**src/rtl/riscv_pkg.sv**
```systemverilog
// Shared hart definitions: data width, instruction alignment and the fetch packet
// that travels from fetch to decode.
package riscv_pkg;

    localparam int XLEN = 32;
    localparam logic [1:0] INST_ALIGN_MASK = 2'b11;

    typedef struct packed {
        logic [XLEN-1:0] pc;
        logic [XLEN-1:0] inst;
        logic            fault;
    } fetch_pkt_t;

    localparam int FETCH_PKT_W = $bits(fetch_pkt_t);

endpackage

```
**src/rtl/fetch_fifo.sv**
```systemverilog
// Synchronous prefetch FIFO with flush, occupancy count and push/pop in the
// same cycle at any occupancy, including full.
module fetch_fifo #(
    parameter int DEPTH = 4,
    parameter int WIDTH = 65
) (
    input  logic                   clk,
    input  logic                   rst_n,
    input  logic                   flush,
    input  logic                   push,
    input  logic [WIDTH-1:0]       wdata,
    input  logic                   pop,
    output logic [WIDTH-1:0]       rdata,
    output logic [$clog2(DEPTH):0] count,
    output logic                   empty,
    output logic                   full
);

    localparam int AW = $clog2(DEPTH);
    localparam logic [AW:0] FULL_CNT = (AW+1)'(DEPTH);

    logic [WIDTH-1:0] mem [DEPTH];
    logic [AW-1:0]    wr_ptr;
    logic [AW-1:0]    rd_ptr;
    logic             do_push;
    logic             do_pop;

    assign empty   = (count == '0);
    assign full    = (count == FULL_CNT);
    assign do_pop  = pop & ~empty & ~flush;
    // a full FIFO still accepts a push when the head leaves in the same cycle
    assign do_push = push & (~full | do_pop) & ~flush;
    assign rdata   = mem[rd_ptr];

    always_ff @(posedge clk) begin
        if (do_push) begin
            mem[wr_ptr] <= wdata;
        end
    end

    always_ff @(posedge clk or negedge rst_n) begin
        if (!rst_n) begin
            wr_ptr <= '0;
            rd_ptr <= '0;
            count  <= '0;
        end else if (flush) begin
            wr_ptr <= '0;
            rd_ptr <= '0;
            count  <= '0;
        end else begin
            if (do_push) begin
                wr_ptr <= wr_ptr + 1'b1;
            end
            if (do_pop) begin
                rd_ptr <= rd_ptr + 1'b1;
            end
            count <= count + (AW+1)'(do_push) - (AW+1)'(do_pop);
        end
    end

endmodule

```
**src/rtl/fetch_unit.sv**
```systemverilog
// Instruction fetch stage: request/response imem interface, up to DEPTH words in
// flight or buffered, redirect flush with stale-response squashing. Same-cycle
// response bypass to decode is enabled by defining FETCH_BYPASS_EN.
module fetch_unit
    import riscv_pkg::*;
#(
    parameter logic [XLEN-1:0] RESET_ADDR = 32'h0000_0000,
    parameter int              DEPTH      = 4
) (
    input  logic            i_clk,
    input  logic            i_rst_n,
    output logic            o_imem_req,
    output logic [XLEN-1:0] o_imem_addr,
    input  logic            i_imem_gnt,
    input  logic            i_imem_rvalid,
    input  logic [XLEN-1:0] i_imem_rdata,
    output logic            o_valid,
    input  logic            i_ready,
    output logic [XLEN-1:0] o_inst,
    output logic [XLEN-1:0] o_pc,
    output logic            o_fault,
    input  logic            i_redirect,
    input  logic [XLEN-1:0] i_redirect_pc
);

    localparam int CW = $clog2(DEPTH) + 1;
    localparam logic [CW:0] DEPTH_LIM = (CW+1)'(DEPTH);

    logic [XLEN-1:0] fetch_pc;
    logic [XLEN-1:0] resp_pc;
    logic [CW-1:0]   outstanding;
    logic [CW-1:0]   discard;
    logic            halted;

    logic [CW-1:0]   fifo_count;
    logic            fifo_empty;
    logic            fifo_full;
    logic            fifo_push;
    logic            fifo_pop;
    fetch_pkt_t      push_pkt;
    fetch_pkt_t      head_pkt;

    logic [CW:0]     occupancy;
    logic            misaligned;
    logic            issue;
    logic            rsp_keep;
    logic            fault_push;
    logic            bypass;
    logic            bypass_take;

    // fetch_pc only goes misaligned through a redirect; it then parks until the next one
    assign misaligned = (fetch_pc[1:0] & INST_ALIGN_MASK) != 2'b00;
    assign occupancy  = {1'b0, fifo_count} + {1'b0, outstanding};

    assign o_imem_req  = i_rst_n & ~halted & ~i_redirect & ~misaligned & (occupancy < DEPTH_LIM);
    assign o_imem_addr = fetch_pc;
    assign issue       = o_imem_req & i_imem_gnt;

    assign rsp_keep   = i_imem_rvalid & (discard == '0) & ~i_redirect;
    assign fault_push = misaligned & ~halted & (discard == '0) & (outstanding == '0)
                        & ~i_redirect & ~fifo_full & ~rsp_keep;

`ifdef FETCH_BYPASS_EN
    assign bypass = rsp_keep & fifo_empty;
`else
    assign bypass = 1'b0;
`endif

    assign bypass_take = bypass & i_ready;
    assign fifo_push   = (rsp_keep & ~bypass_take) | fault_push;
    assign fifo_pop    = ~fifo_empty & ~i_redirect & i_ready;

    always_comb begin
        push_pkt.pc    = resp_pc;
        push_pkt.inst  = i_imem_rdata;
        push_pkt.fault = 1'b0;
        if (!rsp_keep) begin
            push_pkt.inst  = '0;
            push_pkt.fault = 1'b1;
        end
    end

    fetch_fifo #(
        .DEPTH (DEPTH),
        .WIDTH (FETCH_PKT_W)
    ) u_fifo (
        .clk   (i_clk),
        .rst_n (i_rst_n),
        .flush (i_redirect),
        .push  (fifo_push),
        .wdata (push_pkt),
        .pop   (fifo_pop),
        .rdata (head_pkt),
        .count (fifo_count),
        .empty (fifo_empty),
        .full  (fifo_full)
    );

    always_comb begin
        o_valid = 1'b0;
        o_inst  = '0;
        o_pc    = '0;
        o_fault = 1'b0;
        if (!fifo_empty && !i_redirect) begin
            o_valid = 1'b1;
            o_inst  = head_pkt.inst;
            o_pc    = head_pkt.pc;
            o_fault = head_pkt.fault;
        end else if (bypass) begin
            o_valid = 1'b1;
            o_inst  = i_imem_rdata;
            o_pc    = resp_pc;
        end
    end

    always_ff @(posedge i_clk or negedge i_rst_n) begin
        if (!i_rst_n) begin
            fetch_pc    <= RESET_ADDR;
            resp_pc     <= RESET_ADDR;
            outstanding <= '0;
            discard     <= '0;
            halted      <= 1'b0;
        end else if (i_redirect) begin
            // everything still in flight belongs to the old stream
            fetch_pc    <= i_redirect_pc;
            resp_pc     <= i_redirect_pc;
            outstanding <= outstanding - CW'(i_imem_rvalid);
            discard     <= outstanding - CW'(i_imem_rvalid);
            halted      <= 1'b0;
        end else begin
            if (issue) begin
                fetch_pc <= fetch_pc + 32'd4;
            end
            if (rsp_keep) begin
                resp_pc <= resp_pc + 32'd4;
            end
            if (i_imem_rvalid && discard != '0) begin
                discard <= discard - 1'b1;
            end
            outstanding <= outstanding + CW'(issue) - CW'(i_imem_rvalid);
            if (fault_push) begin
                halted <= 1'b1;
            end
        end
    end

endmodule

```
**config.mk**
```make
export PLATFORM = sky130hd
export DESIGN_NAME = fetch_unit
export DESIGN_NICKNAME = d
export VERILOG_FILES = /design/src/rtl/riscv_pkg.sv /design/src/rtl/fetch_fifo.sv /design/src/rtl/fetch_unit.sv
export SDC_FILE = /design/constraint.sdc
export NUM_CORES = 1
export LEC_CHECK = 0
export CAP_MARGIN = 20
export CORE_MARGIN = 2
export CORE_UTILIZATION = 55
export DETAILED_ROUTE_END_ITERATION = 8
export PLACE_DENSITY = 0.77
export SLEW_MARGIN = 20
export SYNTH_ARGS = -nofsm -noshare
export SYNTH_HDL_FRONTEND = slang
export SYNTH_SLANG_ARGS = --single-unit
```
**constraint.sdc**
```tcl
create_clock -name i_clk -period 6.7 [get_ports i_clk]
set_input_delay 1.34 -clock i_clk [delete_from_list [all_inputs] [get_ports i_clk]]
set_output_delay 1.34 -clock i_clk [all_outputs]
set_load 0.01 [all_outputs]
```
* Yosys cells after proc, flatten, opt, wreduce, memory -nomap -nowiden
Memory sizes are Yosys's and may differ from the RTL's.
Index checks and enable logic that the tools add are counted.
** Word-level totals
- Flip-flop bits (word level) :: 78
- Bits in writable memories :: 260
- Input bits :: 70
- Logic and storage cells :: 85
- Memories kept :: 1
** Memories
- u_fifo.mem :: depth 4, width 65, read ports 1, clocked after memory_dff 0, write ports 1, line fetch_fifo.sv:22 : logic [WIDTH-1:0] mem [DEPTH];
** Operators by class
- $add $sub $neg :: 11
- $lt $le $gt $ge :: 1
- Eq/ne operators :: 1
- Multiplexer cells :: 21
- Bitwise operators :: 27
- Reductions and logical operators :: 15
** Operators with widths (count)
- two-way mux 32 bit :: 6
- adder 32 x 3 -> 32 bit (second input constant) :: 2
- two-way mux 33 bit :: 1
- AND 1 bit :: 19
- nonzero test 2 bit :: 7
- two-way mux 3 bit :: 4
- logical NOT 3 bit :: 3
- subtractor 3 x 1 -> 3 bit :: 3
- two-way mux 2 bit :: 4
- adder 3 x 1 -> 3 bit :: 2
- two-way mux 1 bit :: 6
- NOT 1 bit :: 6
- adder 2 x 1 -> 2 bit (second input constant) :: 2
- adder 3 x 3 -> 4 bit :: 1
- less-than comparator 4 x 3 -> 1 bit (second input constant) :: 1
- == test 3 bit (second input constant) :: 1
- nonzero test 3 bit :: 1
- subtractor 3 x 1 -> 3 bit (second input constant) :: 1
- logical AND 1 bit :: 2
- logical NOT 1 bit :: 2
- bitwise OR 1 bit :: 2

* Longest topological paths before layout
Gate-level depths: netlist of the first run.
- Depth after elaboration :: 13
- Depth in mapped cells :: 13
- Depth with buffers taken out :: 11

* By module
A second synthesis of the first run with hierarchy kept.
** Second synthesis, totals
- Cells, all modules :: 936
- Area, all modules :: 14637.8 um^2
** Modules (own cells, without submodules)
- fetch_fifo :: instances 1, cells an instance 389, area each 9893.2 um^2, seq. area each 7982.7 um^2
- fetch_unit :: instances 1, cells an instance 547, area each 4744.6 um^2, seq. area each 1776.7 um^2

* Least setup slack after synthesis of the first run
OpenSTA, ideal clock, no wires.
- Kind :: in2reg
- From :: in i_redirect
- To :: mem u_fifo.mem[0][0] (enable)
- Library setup time :: 0.430 ns
- Data arrival time :: 3.673 ns
- Required time :: 6.270 ns
- Path slack :: 2.597 ns
- Stages on the path :: 5
- Path through :: clkbuf_1 > nor2_1 > inv_1 > a21oi_1 > and2_1
** Between the ends
- Cells in the longest elaborated chain, start to end :: 10
- Elaborated cells on any way between the ends :: 16
- Classes of those cells :: mux (2); bitwise (14)
** RTL lines
- start: declaration :: line fetch_unit.sv:22 : input logic i_redirect,
- NOT 1 bit *
- AND 1 bit (2 in a row) :: line fetch_unit.sv:71 : assign fifo_pop = ~fifo_empty & ~i_redirect & i_ready;
- AND 1 bit (2 in a row) :: line fetch_fifo.sv:30 : assign do_pop = pop & ~empty & ~flush;
- bitwise OR 1 bit :: line fetch_fifo.sv:32 : assign do_push = push & (~full | do_pop) & ~flush;
- AND 1 bit :: line fetch_fifo.sv:32
- AND 1 bit * :: line fetch_fifo.sv:32
- two-way mux 1 bit * :: line fetch_fifo.sv:36 : if (do_push) begin
- two-way mux 1 bit (not written as such) * :: line fetch_fifo.sv:37 : mem[wr_ptr] <= wdata;
- end: declaration :: line fetch_fifo.sv:22
Mark *: on every way between the ends. The rest lies on a longest branch, timed or not.

* Worst setup path in the final report of the first run
- From :: reg u_fifo.rd_ptr[0]
- To :: out o_pc[19]
** Between the ends
- Cells in the longest elaborated chain, start to end :: 2
** RTL lines
- start: declaration :: line fetch_fifo.sv:24 : logic [AW-1:0] rd_ptr;
- start signal: assignment :: line fetch_fifo.sv:55 : rd_ptr <= rd_ptr + 1'b1;
- memory read (4 x 65 bit)
- two-way mux 32 bit :: line fetch_unit.sv:104 : if (!fifo_empty && !i_redirect) begin
- end: declaration :: line fetch_unit.sv:20 : output logic [XLEN-1:0] o_pc,
No other way between the ends.

==> flow_summary.toml, run 1 <==
[critical_path]
reg2regPathDepth = 11
endpoint_kind = "output port"
crit_fanout = 48
arrival_ps = 3360
criticalPathCategory = "flop to output port"
crit_path_start_kind = "flop"
critPathRequiredTime_ps = 5360
r2r_setup_slack_ps = 3130

[synthesis]
ys_types = 53
synth_area_leader_cell = "edfxtp_1"
yosys.area_share.adder_pct = 1.66
syn-num-nets = 1017
post_synth_and_or_nand_nor_area_fraction_pct = 11.4
synthMuxAreaShare_pct = 11.0
seq_area_frac_synth_pct = 67.3
avgSynthCellArea_um2 = 15.6
synth-edff-count = 260
async_flop_share_pct = 23.1
synth-xor-area-share_pct = 2.54
ys.flop_type = "edfxtp_1"
synth_top_cell_area_share_pct = 53.8
synthCells = 929
yosys_warnings = 0
synth.area.top_cells = "edfxtp_1 (54%), dfrtp_1 (13%), mux4_2 (10%), and2_1 (3.1%), and3_1 (1.8%)"
synth_compound_area_share_pct = 3.93
netlist_area_mm2 = 0.0145
synth-seq-cells = 338
synth_top_family_by_area = "simple AND/OR/NAND/NOR gates"

[grt]
grt_max_degree = 74
grt_pass1_wl_mm = 47.8
gr-total-overflow = 0
grt_pass1_vias = 8686
grt_usage_pct = 21.9
antenna_found_initial = 0

[flow_run]
maxCapViolCount = 0

[timing]
max_clock_freq_ghz = 0.213
rsz0062_at_grt = "no"
timing.final.crit_share_pct = 70.1
setup_slack_ps = 2000
hold_viol = 0
relSlewSlack_pct = 31.3
worstMarginPinSlew_ps = 1030
drv_slew = 0
finalCriticalPeriod_ps = 4700
finalClockSkew_ps = 25.4
tns_ps = 0
setup_viol = 0

[place]
portBuffers = 168
placed_cell_area_mm2 = 0.0165
dp.cells = 1391
dp_hpwl_mm = 18.2
place_ws_ps = 2120
gp_congestion = 0.868

[floorplan]
initial_core_util_pct = 55.8
dieArea_mm2 = 0.0277
rows = 59
io_pins = 169
die_h_um = 166
die_w_um = 166
coreArea_mm2 = 0.0260

[cts]
clock-root-buffer = "clkbuf_16"
clock_latency_ps = 520
cts_made_buffers = 35
cts_setup_buffers = 0
clk_pin_slew_ps = 50
cts.sinks = 338
cts_tree = "built"
cts.path.max_buffers = 3
cts_hold_buf = 0
cts_max_level = 2
postCtsResizedCells = 0

[drt]
routed_wl_mm = 29.9
drc = 0
wire_per_inst_um = 20.5
drt_iter0_drc = 774
dr.pass1.iters = 5
via_per_inst = 5.89
detail-route-antenna-nets = 0
num_vias = 8557

[finish]
final_layout_size_suffix_gt1_share_pct = 13.2
area_growth_pct = 21.3
final_cell_mix = "edfxtp_1 (260), clkdlybuf4s50_1 (166), dfrtp_1 (76)"
layout_commonest_cell = "edfxtp_1"
finalInstanceArea_mm2 = 0.0176
diodes = 0
fin_cells = 1454
fin_util_pct = 67.7
nets = 1182

[hold_path]
hold_path_class = "flop to flop"
worstHoldPathCells = 1

[outcome]
outcome = "completed"

[pwr]
power_density_mw_per_mm2 = 320
ir_drop_mv = 0.180
power.leakage_nw = 6.14
-- Yosys cell counts (all sizes together) (10+ instances only) --
cell type and number:
and3 41, nand4 23, a21oi 10, o21ai 46, nand3 25, mux4 65, nor2 22, ha 16
nor3 17, and2 71, nand2 52, buf 17, xor2 17, dfrtp 78, clkbuf 30, edfxtp 260
inv 31, xnor2 25
-- layer usage --
metal  vias up  GRT usage (%)  share of wire, %
li1       3892              -                 -
met1      4320           32.5                44
met2       308           34.8                48
met3        37           3.77               6.5
met4         0           4.46               1.4
met5         -              0                 0
-- stage by stage --
stage                     hold slack, ps  total power [mW]
after global placement               488              3.81
after detailed placement             491              3.84
after global routing                 523              5.90
final                                499              5.62
after CTS                            506              5.68
after floorplan                      456              3.34
-- worst max-delay path: stages, from the launching register on --
cell             delay [ps]
dfrtp_4                1070
buf_4                   520
mux4_2                  600
and2_1                  180
clkdlybuf4s50_1         470
-- final cells by class --
| class | count | area, um2 |
|---|---|---|
| inverter | 31 | 116 |
| clock buffer | 48 | 956 |
| fill | 1808 | 8400 |
| tap | 335 | 419 |
| multi-input combinational | 513 | 4460 |
| sequential | 338 | 9760 |
| timing repair buffer | 175 | 1740 |
| clock inverter | 14 | 133 |
-- report_power, final --
part / switching, mW / total (mW) / internal, mW
sequential: 0.204 / 2.63 / 2.43
combinational: 0.503 / 1.16 / 0.657
clock: 0.756 / 1.84 / 1.08
total: 1.46 / 5.62 / 4.16
-- sequential cells by signal (all words and copies together), names as in the netlist --
name / cells
resp_pc: 32
u_fifo.mem: 260
discard: 3
outstanding: 3
u_fifo.count: 3
u_fifo.wr_ptr: 2
halted: 1
o_imem_addr: 32
u_fifo.rd_ptr: 2
-- worst paths after layout --
| kind | endpoint | start |
|---|---|---|
| setup / recovery | o_pc[19] | u_fifo.rd_ptr[0] |
| min in group asynchronous | o_imem_addr[19] | i_rst_n |
| hold / removal | halted | halted |
| setup reg to reg | outstanding[2] | u_fifo.count[1] |
| hold reg to reg | halted | halted |
| max in group asynchronous | u_fifo.rd_ptr[0] | i_rst_n |
-- cell families (layout without fill, tap and decap cells) --
family,after synthesis,after routing
multiplexers,77,77
buffers and inverters,78,268
AND/OR/NAND/NOR,284,284
flip-flops,338,338
AO/OA/AOI/OAI,92,92
adder cells (fa/ha/maj),18,18
XOR/XNOR,42,42
Power figures use the tool's default switching activity.
==> run 2: changes to the inputs <==
- clock period: 6.7 -> 4.5 ns (I/O delays scaled with it)
==> run 2 against run 1 <==
Effect of this change:
- worst setup slack worse by 1500 ps
- critical path depth stayed put
- final cell count is 0.62% higher
- clock-buffer cell count is 2 higher
- register-to-register slack worse by 1800 ps
- via count is 1.2% higher
- sequential power is 49% higher
- design area is 0.31% higher
- die area stayed put
- critical path type unchanged
- critical endpoint is now o_inst[28]
- largest power group unchanged
==> flow_summary.toml, run 2 (synthesis results as in run 1) <==
[outcome]
outcome = "completed"

[critical_path]
arrival_ps = 3070
crit_fanout = 44
endpoint_kind = "output port"
crit_path_start_kind = "flop"
criticalPathCategory = "flop to output port"
reg2regPathDepth = 11
r2r_setup_slack_ps = 1320
critPathRequiredTime_ps = 3600

[cts]
postCtsResizedCells = 0
cts_max_level = 2
cts_hold_buf = 0
cts.sinks = 338
cts_tree = "built"
cts.path.max_buffers = 3
clock_latency_ps = 500
clock-root-buffer = "clkbuf_16"
cts_setup_buffers = 0
cts_made_buffers = 34
clk_pin_slew_ps = 60

[floorplan]
rows = 59
io_pins = 169
initial_core_util_pct = 55.8
die_h_um = 166
coreArea_mm2 = 0.0260
die_w_um = 166
dieArea_mm2 = 0.0277

[grt]
met2_usage_pct = 37.5
grt_max_degree = 77
grt_pass1_wl_mm = 49.7
antenna_found_initial = 0
gr-total-overflow = 0
grt_pass1_vias = 8822
grt_busiest_layer = "met2"
met3_usage_pct = 4.39
met1_usage_pct = 32.6
grt_usage_pct = 23.1

[finish]
area_growth_pct = 21.6
layout_commonest_cell = "edfxtp_1"
finalInstanceArea_mm2 = 0.0176
diodes = 0
largest_reg_flops = 260
top_register = "u_fifo.mem"
nets = 1193
final_layout_size_suffix_gt1_share_pct = 13.9
final_cell_mix = "edfxtp_1 (260), clkdlybuf4s50_1 (166), dfrtp_1 (76)"
fin_cells = 1463

[pwr]
power.leakage_nw = 6.18
power_mw = 8.27
ir_drop_mv = 0.254
power_density_mw_per_mm2 = 469

[place]
portBuffers = 168
dp.cells = 1403
placed_cell_area_mm2 = 0.0166
place_ws_ps = 829
dp_hpwl_mm = 19.6
gp_congestion = 0.893

[drt]
via_per_inst = 5.92
routed_wl_mm = 31.4
wire_per_inst_um = 21.5
detail-route-antenna-nets = 0
num_vias = 8663
drt_iter0_drc = 891
drc = 0
dr.pass1.iters = 4

[timing]
rsz0062_at_grt = "no"
finalCriticalPeriod_ps = 3970
relSlewSlack_pct = 34.6
setup_viol = 0
finalClockSkew_ps = 16.3
hold_viol = 0
tns_ps = 0
timing.final.crit_share_pct = 88.1
worstMarginPinSlew_ps = 982
drv_slew = 0
setup_slack_ps = 534
max_clock_freq_ghz = 0.252

[hold_path]
hold_path_class = "input port to asynchronous set/reset pin"

[flow_run]
maxCapViolCount = 0
-- run 2: cell types whose count changed in the layout (fill, tap and decap cells not counted) --
| cell | change |
|---|---|
| clkbuf_1 | +3 |
| clkinvlp_4 | -2 |
| clkinv_1 | -3 |
| buf_4 | +7 |
| clkinv_8 | -1 |
| clkbuf_16 | -1 |
| bufinv_16 | -1 |
| clkbuf_4 | +1 |
| nor4_2 | +1 |
| nor4_4 | -1 |
| clkinv_2 | +2 |
| buf_12 | +4 |
-- run 2: critical path, cell delays in order, from the launching register on --
cell             delay (ps)
dfrtp_4                1000
buf_4                   350
mux4_2                  540
and2_1                  170
clkdlybuf4s50_1         470
-- run 2: metal layers --
layer  vias up  wire (um)
met2       348      15500
li1       3908          -
met4         0        644
met3        51       2150
met1      4356      13200
met5         -          0
-- run 2: through the flow --
stage               hold slack, ps  util, %
finish                         188     67.9
global placement               495     64.0
CTS                            172     67.9
global route                   171     67.9
floorplan                      456        -
detailed placement             500     64.0
-- run 2: final cells by class --
class,count,area [um2]
Clock buffer,50,942
Clock inverter,9,70.1
Fill cell,1788,8350
Inverter,31,116
Multi-Input combinational cell,513,4450
Sequential cell,338,9760
Tap cell,335,419
Timing Repair Buffer,187,1880
-- run 2: path summary, 6_finish.rpt --
kind,startpoint,to
worst max register to register,u_fifo.count[1],outstanding[2]
worst min-delay path,i_rst_n,o_imem_addr[29]
min in group i_clk,halted,halted
worst max-delay path,u_fifo.rd_ptr[0],o_inst[28]
max in group asynchronous,i_rst_n,u_fifo.rd_ptr[0]
worst min register to register,halted,halted
-- run 2: where the power goes --
group / total (mW) / internal, mW / switching [mW]
Combinational: 1.77 / 0.990 / 0.779
Sequential: 3.91 / 3.61 / 0.297
Clock: 2.60 / 1.51 / 1.09
